`src/rtl/fsk_decoder_pkg.sv`:
```
`default_nettype none
// ============================================================================
// Module      : fsk_decoder_pkg
// Description : Shared definitions for the FSK symbol decoder: phase
//               encoding, symbol-window derivation and minimum-window check.
// Revision    : 1.0 - initial release
// ============================================================================
package fsk_decoder_pkg;

    // Phase encoding of the symbol window sequencer
    typedef enum logic [2:0] {
        ST_IDLE   = 3'd0,
        ST_CLEAR  = 3'd1,
        ST_ACCUM  = 3'd2,
        ST_SAMPLE = 3'd3,
        ST_DECIDE = 3'd4
    } fsk_state_t;

    // CLEAR + SAMPLE + DECIDE take three cycles; ACCUM needs room left over
    localparam int MIN_WINDOW = 8;

    // Clock cycles per symbol
    function automatic int fsk_window(input int clock_hz, input int baud);
        return clock_hz / baud;
    endfunction

    // True when the symbol window is long enough to hold every phase
    function automatic bit fsk_window_ok(input int window);
        return window >= MIN_WINDOW;
    endfunction

endpackage
`default_nettype wire

```
`src/rtl/fsk_window_timer.sv`:
```
`default_nettype none
// ============================================================================
// Module      : fsk_window_timer
// Description : Cuts time into WINDOW-cycle symbol periods:
//               CLEAR(1) / ACCUM(WINDOW-3) / SAMPLE(1) / DECIDE(1).
//               Drives the analyzer enable/clear (registered) and exposes
//               phase strobes to the decision logic.
// Revision    : 1.0 - initial release
// ============================================================================
module fsk_window_timer
    import fsk_decoder_pkg::*;
#(
    parameter int WINDOW = 10
) (
    input  logic clock,
    input  logic reset_n,
    input  logic enable,
    output logic phase_idle,
    output logic phase_sample,
    output logic phase_decide,
    output logic analyzer_enable,
    output logic analyzer_clear
);

    localparam int ACCUM_LEN = WINDOW - 3;
    localparam int CNT_W     = (ACCUM_LEN > 1) ? $clog2(ACCUM_LEN) : 1;
    localparam logic [CNT_W-1:0] ACC_LAST = CNT_W'(ACCUM_LEN - 1);

    fsk_state_t       state_q, state_d;
    logic [CNT_W-1:0] acc_cnt_q, acc_cnt_d;
    logic             analyzer_enable_q, analyzer_enable_d;
    logic             analyzer_clear_q, analyzer_clear_d;

    // Next phase; a low enable pulls back to IDLE from anywhere
    always_comb begin
        state_d   = state_q;
        acc_cnt_d = acc_cnt_q;
        if (!enable) begin
            state_d = ST_IDLE;
        end else begin
            case (state_q)
                ST_IDLE:   state_d = ST_CLEAR;
                ST_CLEAR: begin
                    state_d   = ST_ACCUM;
                    acc_cnt_d = '0;
                end
                ST_ACCUM: begin
                    if (acc_cnt_q == ACC_LAST) begin
                        state_d = ST_SAMPLE;
                    end else begin
                        acc_cnt_d = acc_cnt_q + 1'b1;
                    end
                end
                ST_SAMPLE: state_d = ST_DECIDE;
                ST_DECIDE: state_d = ST_CLEAR;
                default:   state_d = ST_IDLE;
            endcase
        end
        // Analyzer controls are decoded from the next phase so they are
        // registered yet line up exactly with the phase they belong to
        analyzer_enable_d = (state_d == ST_ACCUM);
        analyzer_clear_d  = (state_d == ST_CLEAR);
    end

    // Phase register and registered analyzer controls
    always_ff @(posedge clock or negedge reset_n) begin
        if (!reset_n) begin
            state_q           <= ST_IDLE;
            acc_cnt_q         <= '0;
            analyzer_enable_q <= 1'b0;
            analyzer_clear_q  <= 1'b0;
        end else begin
            state_q           <= state_d;
            acc_cnt_q         <= acc_cnt_d;
            analyzer_enable_q <= analyzer_enable_d;
            analyzer_clear_q  <= analyzer_clear_d;
        end
    end

    assign phase_idle      = (state_q == ST_IDLE);
    assign phase_sample    = (state_q == ST_SAMPLE);
    assign phase_decide    = (state_q == ST_DECIDE);
    assign analyzer_enable = analyzer_enable_q;
    assign analyzer_clear  = analyzer_clear_q;

endmodule
`default_nettype wire

```
`src/rtl/fsk_symbol_decoder.sv`:
```
`default_nettype none
// ============================================================================
// Module      : fsk_symbol_decoder
// Description : Decides one FSK bit per symbol window from the frequency
//               analyzer's tone counts, assembles DATA_WIDTH-bit words
//               (LSB first) and offers them on a valid/ready output.
//               Optional feature macro: FSK_DECODER_STATS_EN adds saturating
//               16-bit symbol_count / error_count outputs.
// Revision    : 1.0 - initial release
// ============================================================================
module fsk_symbol_decoder
    import fsk_decoder_pkg::*;
#(
    parameter int CLOCK      = 50000000,
    parameter int BAUD_RATE  = 1000,
    parameter int MIN_COUNT  = 4,
    parameter int DATA_WIDTH = 8
) (
    input  logic                  clock,
    input  logic                  reset_n,
    input  logic                  enable,
    input  logic [31:0]           f1_value,
    input  logic [31:0]           f2_value,
    output logic                  analyzer_enable,
    output logic                  analyzer_clear,
    output logic [DATA_WIDTH-1:0] data_out,
    output logic                  data_valid,
    input  logic                  data_ready,
    output logic                  symbol_error,
    output logic                  overrun
`ifdef FSK_DECODER_STATS_EN
    ,
    output logic [15:0]           symbol_count,
    output logic [15:0]           error_count
`endif
);

    localparam int WINDOW = fsk_window(CLOCK, BAUD_RATE);
    localparam int BCNT_W = $clog2(DATA_WIDTH + 1);
    localparam logic [BCNT_W-1:0] LAST_BIT = BCNT_W'(DATA_WIDTH - 1);

    generate
        if (!fsk_window_ok(WINDOW) || DATA_WIDTH < 2) begin : g_bad_config
            $error("fsk_symbol_decoder: WINDOW must be >= 8 and DATA_WIDTH >= 2");
        end
    endgenerate

    logic phase_idle, phase_sample, phase_decide;

    fsk_window_timer #(
        .WINDOW (WINDOW)
    ) u_timer (
        .clock           (clock),
        .reset_n         (reset_n),
        .enable          (enable),
        .phase_idle      (phase_idle),
        .phase_sample    (phase_sample),
        .phase_decide    (phase_decide),
        .analyzer_enable (analyzer_enable),
        .analyzer_clear  (analyzer_clear)
    );

    logic [31:0]           f1_cap_q, f1_cap_d, f2_cap_q, f2_cap_d;
    logic [BCNT_W-1:0]     bit_cnt_q, bit_cnt_d;
    logic [DATA_WIDTH-1:0] shift_q, shift_d;
    logic [DATA_WIDTH-1:0] data_out_q, data_out_d;
    logic                  data_valid_q, data_valid_d;
    logic                  symbol_error_q, symbol_error_d;
    logic                  overrun_q, overrun_d;
    logic                  bit_one, bit_zero;
    logic [DATA_WIDTH-1:0] new_word;

    // Winner must beat the other tone outright and reach the minimum count
    assign bit_one  = (f2_cap_q > f1_cap_q) && (f2_cap_q >= 32'(MIN_COUNT));
    assign bit_zero = (f1_cap_q > f2_cap_q) && (f1_cap_q >= 32'(MIN_COUNT));
    // New bits enter at the MSB so the first bit ends up in bit 0
    assign new_word = {bit_one, shift_q[DATA_WIDTH-1:1]};

    // Capture, bit decision, word assembly and output handshake
    always_comb begin
        f1_cap_d       = f1_cap_q;
        f2_cap_d       = f2_cap_q;
        bit_cnt_d      = bit_cnt_q;
        shift_d        = shift_q;
        data_out_d     = data_out_q;
        data_valid_d   = data_valid_q;
        symbol_error_d = 1'b0;
        overrun_d      = overrun_q;

        if (data_valid_q && data_ready) begin
            data_valid_d = 1'b0;
        end

        if (phase_idle) begin
            bit_cnt_d = '0;
            shift_d   = '0;
            overrun_d = 1'b0;
        end

        if (phase_sample) begin
            f1_cap_d = f1_value;
            f2_cap_d = f2_value;
        end

        if (phase_decide) begin
            if (bit_one || bit_zero) begin
                shift_d = new_word;
                if (bit_cnt_q == LAST_BIT) begin
                    bit_cnt_d = '0;
                    // A pending word may be replaced only if it leaves now
                    if (!data_valid_q || data_ready) begin
                        data_out_d   = new_word;
                        data_valid_d = 1'b1;
                    end else begin
                        overrun_d = 1'b1;
                    end
                end else begin
                    bit_cnt_d = bit_cnt_q + 1'b1;
                end
            end else begin
                // Undecidable symbol: discard the partial word to resync
                symbol_error_d = 1'b1;
                bit_cnt_d      = '0;
                shift_d        = '0;
            end
        end
    end

    // Decoder state registers
    always_ff @(posedge clock or negedge reset_n) begin
        if (!reset_n) begin
            f1_cap_q       <= '0;
            f2_cap_q       <= '0;
            bit_cnt_q      <= '0;
            shift_q        <= '0;
            data_out_q     <= '0;
            data_valid_q   <= 1'b0;
            symbol_error_q <= 1'b0;
            overrun_q      <= 1'b0;
        end else begin
            f1_cap_q       <= f1_cap_d;
            f2_cap_q       <= f2_cap_d;
            bit_cnt_q      <= bit_cnt_d;
            shift_q        <= shift_d;
            data_out_q     <= data_out_d;
            data_valid_q   <= data_valid_d;
            symbol_error_q <= symbol_error_d;
            overrun_q      <= overrun_d;
        end
    end

    assign data_out     = data_out_q;
    assign data_valid   = data_valid_q;
    assign symbol_error = symbol_error_q;
    assign overrun      = overrun_q;

`ifdef FSK_DECODER_STATS_EN
    logic [15:0] symbol_count_q, symbol_count_d;
    logic [15:0] error_count_q, error_count_d;

    // Saturating symbol / error counters, cleared while idle
    always_comb begin
        symbol_count_d = symbol_count_q;
        error_count_d  = error_count_q;
        if (phase_idle) begin
            symbol_count_d = '0;
            error_count_d  = '0;
        end else if (phase_decide) begin
            if (symbol_count_q != 16'hFFFF) begin
                symbol_count_d = symbol_count_q + 16'd1;
            end
            if (symbol_error_d && (error_count_q != 16'hFFFF)) begin
                error_count_d = error_count_q + 16'd1;
            end
        end
    end

    // Statistics registers
    always_ff @(posedge clock or negedge reset_n) begin
        if (!reset_n) begin
            symbol_count_q <= '0;
            error_count_q  <= '0;
        end else begin
            symbol_count_q <= symbol_count_d;
            error_count_q  <= error_count_d;
        end
    end

    assign symbol_count = symbol_count_q;
    assign error_count  = error_count_q;
`else
    // Statistics counters are not present in this build.
`endif

endmodule
`default_nettype wire

```
`config.mk`:
```
export PLATFORM = sky130hd
export DESIGN_NAME = fsk_symbol_decoder
export DESIGN_NICKNAME = d
export VERILOG_FILES = /design/src/rtl/fsk_decoder_pkg.sv /design/src/rtl/fsk_window_timer.sv /design/src/rtl/fsk_symbol_decoder.sv
export SDC_FILE = /design/constraint.sdc
export NUM_CORES = 1
export LEC_CHECK = 0
export ABC_AREA = 1
export ABC_CLOCK_PERIOD_IN_PS = 5300
export BUFFER_PORTS_ARGS = -buffer_cell sky130_fd_sc_hd__clkbuf_2
export CORE_MARGIN = 1.5
export CORE_UTILIZATION = 35
export DETAILED_ROUTE_END_ITERATION = 10
export SYNTH_ARGS = -nofsm -noshare
export SYNTH_HDL_FRONTEND = slang
export SYNTH_HIERARCHICAL = 1
export SYNTH_SLANG_ARGS = --single-unit
```
`constraint.sdc`:
```
create_clock -name clock -period 5.3 [get_ports clock]
set_input_delay 0.795 -clock clock [delete_from_list [all_inputs] [get_ports clock]]
set_output_delay 0.795 -clock clock [all_outputs]
set_load 0.05 [all_outputs]
```
==> metrics.md, run 1 <==
| Metric | Value |
|---|---|
| CTS HTree Levels | `3` |
| Gate count of the mapped netlist | `between 600 and 700` |
| Max Clock Skew | `between 0.007 and 0.008 ns` |
| Starting Density | `a little over a third` |
| CP Depth | `4` |
| Count of cells along the worst hold path | `2` |
| Avg Synthesized Cell Area | `between 8 and 9 µm²` |
| CP bufs+invs | `1` |
| Area of the die | `around 17000 µm²` |
| Arrival @ worst endpoint | `about 2.3 ns` |
| Chip height | `approximately 130 µm` |
| Bufs on Longest Clock Path | `2` |
| CP Class | `reg2reg` |
| Slew Viols, Final | `0` |
| Data required time at the worst endpoint | `roughly 5.5 ns` |
| DR pass1 iterations | `6` |
| Post-route antenna net violation count | `0` |
| Net switching component of the power | `~1100 µW` |
| Comb power frac | `between 30% and 40%` |
| Worst Path Max Fanout | `between 100 and 150` |
| Number of rows in the core area | `46` |
| Critical Path Start | `u_timer/state_q[1]` |
| Final nets | `between 800 and 900` |
| Launching element type of the critical path | `register` |
| Average wire length per cell after detail routing | `approximately 12 µm` |
| Non-Filler Cell Area, Final | `~6600 µm²` |
| Worst VDD drop | `165 µV` |
| Final Util | `between 40% and 50%` |
| Post-CTS setup buffer count | `0` |
| Top Ports | `81` |
| Hold buffer count at cts | `0` |
| Cell taking the most area after synthesis | `sky130_fd_sc_hd__dfrtp_1` |
| Port Buffer Count | `80` |
| Sw frac | `around 37%` |
| TNS Setup | `0 ns` |
| Routability congestion estimate | `roughly 0.79` |
| Number of instances in the placed design | `~960` |
| TritonCTS Buffers | `9` |
| Run status | `completed` |
| Fill cell total of the finished layout | `~1600` |
| Initial antenna violation count | `0` |
| TritonCTS clock tree | `yes` |
| Overall fraction of global-route tracks in use | `15.1%` |
| Highest achievable clock rate | `490 MHz` |
| Total Wirelength | `about 12 mm` |
| Leading cell types in the layout, fill and taps excluded | `sky130_fd_sc_hd__nand2_1, sky130_fd_sc_hd__dfrtp_1, sky130_fd_sc_hd__inv_1` |
| Internal | `~1800 µW` |
| Least-Margin Pin Slew | `1.03 ns` |
| Class of the worst hold path | `reg2reg` |
| Master cell of the clock root buffer | `sky130_fd_sc_hd__clkbuf_16` |
| Cell Chain, Critical Path | `nand2_1 > nor2_4 > buf_4 > mux2_2` |
| Final Non-Filler Cells | `972` |
| Post-route worst setup slack | `between 3 and 4 ns` |
| Number of diodes added for antenna fixing | `0` |
| Power Density | `between 400 and 500 nW/µm²` |
| Part of the total power dissipated in the clock network | `around a fifth` |
| Routed vias/inst | `4.55` |
| Final cycle utilization of the critical path | `38.5%` |
| Share of the synthesized area in the top cell type | `between 40% and 50%` |
| Max-slew headroom | `31.4%` |
| Ys Warns | `6` |
| RSZ-0062 raised after global routing | `no` |
| Largest delay share family, worst path | `buffers and inverters` |
| DRC violations left | `0` |
| # resized after CTS | `0` |
| Hold Fails Final Rpt | `0` |
| Worst Setup Slack post-DPL | `~3.2 ns` |
| Max_cap viols | `0` |
| Launching point of the worst reg2reg path | `u_timer/state_q[1]` |
| Number of distinct library cells after synthesis | `39` |
| Flip-flop and latch count after synthesis | `roughly 110` |
| Clk Latency, worst-skew pair | `between 0.3 and 0.4 ns` |
| First DRT Iteration DRCs | `between 150 and 200` |
| Area Overhead vs Synth | `14.6%` |
| Largest stage delay on the critical path | `0.76 ns` |
| Part of the Yosys area used for sequential elements | `46.8%` |
| Share of post-route cells with drive strength above 1 | `19.7%` |
| Post-Synthesis Net Count | `approximately 800` |
| Number of endpoints failing setup at the final stage | `0` |
| Clock edge transition at the registers on the reported setup and hold paths | `about 0.070 ns` |
| Worst r2r path cells | `4` |
| Number of global-route vias before repair | `approximately 4400` |
| Sequential group share of total power | `41.8%` |
| Most frequent standard cell in the layout excluding fill and tap cells | `sky130_fd_sc_hd__nand2_1` |
| Leakage power figure | `0.00319 µW` |
| TritonCTS sink count | `around 110` |
| Global-route wire length before repair | `20.3 mm` |
| Startpoint of the tightest hold check path | `data_out[0]` |
| Largest cells by area after synthesis | `sky130_fd_sc_hd__dfrtp_1, sky130_fd_sc_hd__nand2_1, sky130_fd_sc_hd__ha_1` |
| Placeable core region | `between 15000 and 20000 µm²` |
| Netlist area before placement | `about 5700 µm²` |
| Clock period minus final worst setup slack | `2.04 ns` |
| Half-perimeter wire length after detailed placement | `between 8 and 9 mm` |
| Maximum number of pins on one net before global-route repair | `between 100 and 150` |
| Worst Setup End Kind | `register` |
| Cell type of the slowest stage on the worst timing path | `sky130_fd_sc_hd__buf_4` |
| Total congestion overflow after global routing | `0` |
| Count of vias placed by the detailed router | `about 4400` |
| DP Area | `between 6000 and 7000 µm²` |
| Width of the die | `about 130 µm` |
## power by group through the flow
stage                     clock network [µW]  registers (µW)  logic, µW
final                                    610            1190       1040
after global routing                     660            1220       1220
after CTS                                635            1190       1060
after detailed placement                   0            1200       1050
after global placement                     0            1200       1030
after floorplan                            0            1180        837
## path summary, 6_finish.rpt
kind | endpoint | slack (ns)
max in group asynchronous | u_timer/acc_cnt_q[10] | 3.67
worst min register to register | data_out[0] | 0.47
worst max register to register | f1_cap_q[22] | 3.26
min in group asynchronous | f2_cap_q[4] | 0.52
worst min-delay path | data_out[0] | 0.47
worst max-delay path | f1_cap_q[22] | 3.26
## Yosys cell counts
master / n
sky130_fd_sc_hd__o21ai_0: 60
sky130_fd_sc_hd__nand3_1: 25
sky130_fd_sc_hd__nor3_1: 5
sky130_fd_sc_hd__nand4_1: 29
sky130_fd_sc_hd__inv_1: 83
sky130_fd_sc_hd__a21o_1: 1
sky130_fd_sc_hd__ha_1: 35
sky130_fd_sc_hd__nor4_1: 2
sky130_fd_sc_hd__nand2_4: 2
sky130_fd_sc_hd__nand2_2: 8
sky130_fd_sc_hd__clkinv_1: 1
sky130_fd_sc_hd__buf_6: 1
sky130_fd_sc_hd__inv_2: 8
sky130_fd_sc_hd__nand2_8: 1
sky130_fd_sc_hd__nor3_2: 1
sky130_fd_sc_hd__xor2_1: 6
sky130_fd_sc_hd__a21oi_2: 1
sky130_fd_sc_hd__nor3_4: 1
sky130_fd_sc_hd__o22ai_1: 2
sky130_fd_sc_hd__nand3_4: 2
sky130_fd_sc_hd__nand4_2: 1
sky130_fd_sc_hd__o21ai_1: 9
sky130_fd_sc_hd__nand3_2: 1
sky130_fd_sc_hd__o21ai_2: 9
sky130_fd_sc_hd__clkbuf_1: 14
sky130_fd_sc_hd__nand3b_1: 1
sky130_fd_sc_hd__a21oi_1: 12
sky130_fd_sc_hd__buf_8: 1
sky130_fd_sc_hd__buf_12: 2
sky130_fd_sc_hd__o21bai_1: 3
sky130_fd_sc_hd__or2_2: 1
sky130_fd_sc_hd__buf_2: 2
sky130_fd_sc_hd__nor2_1: 55
sky130_fd_sc_hd__mux2_2: 12
sky130_fd_sc_hd__nor2_2: 3
sky130_fd_sc_hd__nand2_1: 168
sky130_fd_sc_hd__dfrtp_1: 107
sky130_fd_sc_hd__xnor2_1: 1
sky130_fd_sc_hd__o21a_1: 1
## routing by layer
| metal | part of all wire [%] | track usage (%) | vias to the layer above |
|---|---|---|---|
| met3 | 3.9 | 3.26 | 12 |
| met2 | 46 | 25.0 | 77 |
| li1 | - | - | 2339 |
| met1 | 49 | 19.9 | 1999 |
| met4 | 1.3 | 4.40 | 0 |
| met5 | 0 | 0 | - |
## worst min-delay path, stage by stage, from the launching register on
cell                      delay [ns]
sky130_fd_sc_hd__dfrtp_1        0.35
sky130_fd_sc_hd__nand2_1        0.05
sky130_fd_sc_hd__nand2_1        0.05
## final cells by class
type	instances	area, µm²	share of cell area (%)
Sequential cell	107	2680	40.8
Multi-Input combinational cell	458	2570	39.3
Timing Repair Buffer	83	425	6.49
Inverter	92	345	5.27
Tap cell	216	270	4.12
Clock buffer	11	233	3.55
Clock inverter	5	30.0	0.458
## through the flow
step                total power, µW  hold WS, ns
global route                   3100        0.504
CTS                            2890        0.480
detailed placement             2250        0.462
finish                         2840        0.475
floorplan                      2010        0.449
global placement               2240        0.465
## kinds of logic (layout without fill, tap and decap cells)
kind of cell,count (synthesis),in the layout,share of synthesized area (%)
and+or+nand+nor,306,306,24.3
buffers and inverters,112,191,8.29
DFF,107,107,46.8
AOI/OAI and AO/OA,98,98,9.49
adders and majority gates,35,35,7.66
muxes,12,12,2.36
xor gates and xnor gates,7,7,1.07
## state kept, by name, summed over array words and instances, names as in the netlist
register	cells
f1_cap_q	32
u_timer/acc_cnt_q	16
data_valid	1
symbol_error	1
overrun	1
u_timer/state_q	3
bit_cnt_q	4
data_out	8
f2_cap_q	32
u_timer/analyzer_enable	1
shift_q	7
u_timer/analyzer_clear	1
(Power assumes the default switching activity.)
==> run 2: changes to the inputs <==
--- a/config.mk
+++ b/config.mk
@@ -6,7 +6,7 @@
 export NUM_CORES = 1
 export LEC_CHECK = 0
 export ABC_AREA = 1
-export ABC_CLOCK_PERIOD_IN_PS = 5300
+export ABC_CLOCK_PERIOD_IN_PS = 2070
 export BUFFER_PORTS_ARGS = -buffer_cell sky130_fd_sc_hd__clkbuf_2
 export CORE_MARGIN = 1.5
 export CORE_UTILIZATION = 35
==> constraint.sdc (replaced) <==
create_clock -name clock -period 2.07 [get_ports clock]
set_input_delay 0.3105 -clock clock [delete_from_list [all_inputs] [get_ports clock]]
set_output_delay 0.3105 -clock clock [all_outputs]
set_load 0.05 [all_outputs]
==> run 2 against run 1 <==
Net effect:
- global-route usage up 0.54 points
- critical path depth rose by 6
- largest power group is now combinational logic
- register-to-register slack got worse by 3.1 ns
- highest routed layer unchanged
==> metrics.md, run 2 (same netlist as run 1, synthesis figures left out) <==
| Metric | Value |
|---|---|
| Run status | `completed (unchanged)` |
| First DRT Iteration DRCs | `250 (was 199)` |
| Worst r2r path cells | `10 (was 4)` |
| Routed vias/inst | `4.65 (was 4.55)` |
| Top Ports | `81 (unchanged)` |
| TritonCTS Buffers | `9 (unchanged)` |
| Chip height | `131 µm (unchanged)` |
| Count of cells along the worst hold path | `3 (was 2)` |
| DP Area | `6400 µm² (was 6290 µm²)` |
| Worst VDD drop | `426 µV (was 165 µV)` |
| DRC violations left | `0 (unchanged)` |
| Leading cell types in the layout, fill and taps excluded | `sky130_fd_sc_hd__nand2_1, sky130_fd_sc_hd__dfrtp_1, sky130_fd_sc_hd__inv_1 (unchanged)` |
| Post-route antenna net violation count | `0 (unchanged)` |
| Worst Setup End Kind | `register (unchanged)` |
| Leakage power figure | `0.00332 µW (was 0.00319 µW)` |
| Master cell of the clock root buffer | `sky130_fd_sc_hd__clkbuf_16 (unchanged)` |
| Clock period minus final worst setup slack | `1.94 ns (was 2.04 ns)` |
| Least-Margin Pin Slew | `0.549 ns (was 1.03 ns)` |
| Area Overhead vs Synth | `20.4% (was 14.6%)` |
| Power Density | `1190 nW/µm² (was 434 nW/µm²)` |
| Maximum number of pins on one net before global-route repair | `61 (was 117)` |
| Starting Density | `35.9% (unchanged)` |
| Most frequent standard cell in the layout excluding fill and tap cells | `sky130_fd_sc_hd__nand2_1 (unchanged)` |
| Highest achievable clock rate | `516 MHz (was 490 MHz)` |
| Routability congestion estimate | `0.848 (was 0.791)` |
| Global-route wire length before repair | `21.0 mm (was 20.3 mm)` |
| Share of post-route cells with drive strength above 1 | `23.3% (was 19.7%)` |
| Number of global-route vias before repair | `4437 (was 4364)` |
| Number of instances in the placed design | `965 (was 956)` |
| Launching element type of the critical path | `register (unchanged)` |
| RSZ-0062 raised after global routing | `yes (was no)` |
| Port Buffer Count | `80 (unchanged)` |
| Footprint of the multi-input gates | `2670 µm² (was 2570 µm²)` |
| Max-slew headroom | `63.3% (was 31.4%)` |
| Non-Filler Cell Area, Final | `6890 µm² (was 6560 µm²)` |
| Max_cap viols | `0 (unchanged)` |
| Width of the die | `131 µm (unchanged)` |
| CTS HTree Levels | `3 (unchanged)` |
| Slew Viols, Final | `0 (unchanged)` |
| Number of endpoints failing setup at the final stage | `0 (unchanged)` |
| Clk Latency, worst-skew pair | `0.36 ns (was 0.35 ns)` |
| Data required time at the worst endpoint | `2.31 ns (was 5.53 ns)` |
| Fill cell total of the finished layout | `1594 (was 1617)` |
| Largest regs | `f1_cap_q: 32 flops, f2_cap_q: 32 flops, u_timer/acc_cnt_q: 16 flops (unchanged)` |
| Final cycle utilization of the critical path | `93.5% (was 38.5%)` |
| DR pass1 iterations | `5 (was 6)` |
| CP Class | `reg2reg (unchanged)` |
| Initial antenna violation count | `0 (unchanged)` |
| Overall fraction of global-route tracks in use | `15.6% (was 15.1%)` |
| TritonCTS sink count | `107 (unchanged)` |
| Final Non-Filler Cells | `985 (was 972)` |
| Class of the worst hold path | `in2reg (was reg2reg)` |
| Total congestion overflow after global routing | `0 (unchanged)` |
| Worst Path Max Fanout | `8 (was 116)` |
| Placeable core region | `15900 µm² (unchanged)` |
| Count of vias placed by the detailed router | `4578 (was 4427)` |
| Final nets | `867 (was 854)` |
| Average wire length per cell after detail routing | `12.7 µm (was 12.4 µm)` |
| Number of diodes added for antenna fixing | `0 (unchanged)` |
| TritonCTS clock tree | `yes (unchanged)` |
| Bufs on Longest Clock Path | `2 (unchanged)` |
| Arrival @ worst endpoint | `2.18 ns (was 2.27 ns)` |
| Hold Fails Final Rpt | `0 (unchanged)` |
| Area of the die | `17100 µm² (unchanged)` |
| Number of rows in the core area | `46 (unchanged)` |
| Max Clock Skew | `0.00950 ns (was 0.00702 ns)` |
| Min Hold Slack | `0.163 ns (was 0.475 ns)` |
| Half-perimeter wire length after detailed placement | `9.26 mm (was 8.80 mm)` |
| Area taken by flip-flops and latches | `2680 µm² (unchanged)` |
| Total Wirelength | `12.5 mm (was 12.0 mm)` |
| Clock edge transition at the registers on the reported setup and hold paths | `0.07 ns (about the same)` |
-- run 2: power by group --
group,internal (µW),switching (µW),total [µW]
Sequential,2720,341,3060
Clock,1280,771,2050
Combinational,1260,1840,3110
-- run 2: what timing repair did --
item / 4_1_cts / 5_1_grt
hold buffers: 1 / 0
gates resized for setup: 0 / 20
setup endpoints to repair: 0 / 24
endpoints found under the hold margin: 29 / 0
buffers inserted: 0 / 2
-- run 2: final cells by class --
type | instances | share of cell area [%]
Clock buffer | 12 | 3.87
Clock inverter | 4 | 1.38
Inverter | 92 | 5.01
Multi-Input combinational cell | 459 | 38.8
Sequential cell | 107 | 38.9
Tap cell | 216 | 3.92
Timing Repair Buffer | 95 | 8.12
-- run 2: worst max-delay path, cell delays in order, from the launching register on --
cell                      delay, ns
sky130_fd_sc_hd__dfrtp_1       0.39
sky130_fd_sc_hd__ha_1          0.30
sky130_fd_sc_hd__nand2_1       0.09
sky130_fd_sc_hd__nor3_1        0.23
sky130_fd_sc_hd__nand4_1       0.16
sky130_fd_sc_hd__nor2_1        0.15
sky130_fd_sc_hd__nor2_2        0.07
sky130_fd_sc_hd__nand2_4       0.12
sky130_fd_sc_hd__nand2_8       0.09
sky130_fd_sc_hd__nand2_2       0.14
sky130_fd_sc_hd__o21ai_1       0.08
-- run 2: metal layers --
layer / track usage, % / part of all wire [%] / up-vias
met1: 21.1 / 48 / 2105
met2: 24.3 / 46 / 73
met4: 7.95 / 2.2 / 0
met5: 0 / 0 / -
li1: - / - / 2380
met3: 2.48 / 3.7 / 20
-- run 2: worst paths after layout --
kind / from / end / slack (ns)
max: f1_cap_q[7] / bit_cnt_q[0] / 0.13
min: f1_value[12] / f1_cap_q[12] / 0.16
max reg2reg: f1_cap_q[7] / bit_cnt_q[0] / 0.13
min reg2reg: data_out[6] / data_out[6] / 0.48
max in group asynchronous: reset_n / f2_cap_q[18] / 1.01
min in group asynchronous: reset_n / f2_cap_q[5] / 0.45
-- run 2: metrics by stage --
| step | total power [µW] | TNS, ns | setup slack, ns | util [%] |
|---|---|---|---|---|
| 2_1_floorplan | 5160 | 0 | 0.314 | - |
| 3_3_place_gp | 5790 | 0 | 0.0744 | 40.1 |
| 3_5_place_dp | 5850 | 0 | 0.0608 | 40.1 |
| 4_1_cts | 7930 | 0 | 0.0582 | 42.5 |
| 5_1_grt | 8930 | -0.175 | -0.0331 | 43.2 |
| 6_report | 8220 | 0 | 0.134 | 43.2 |
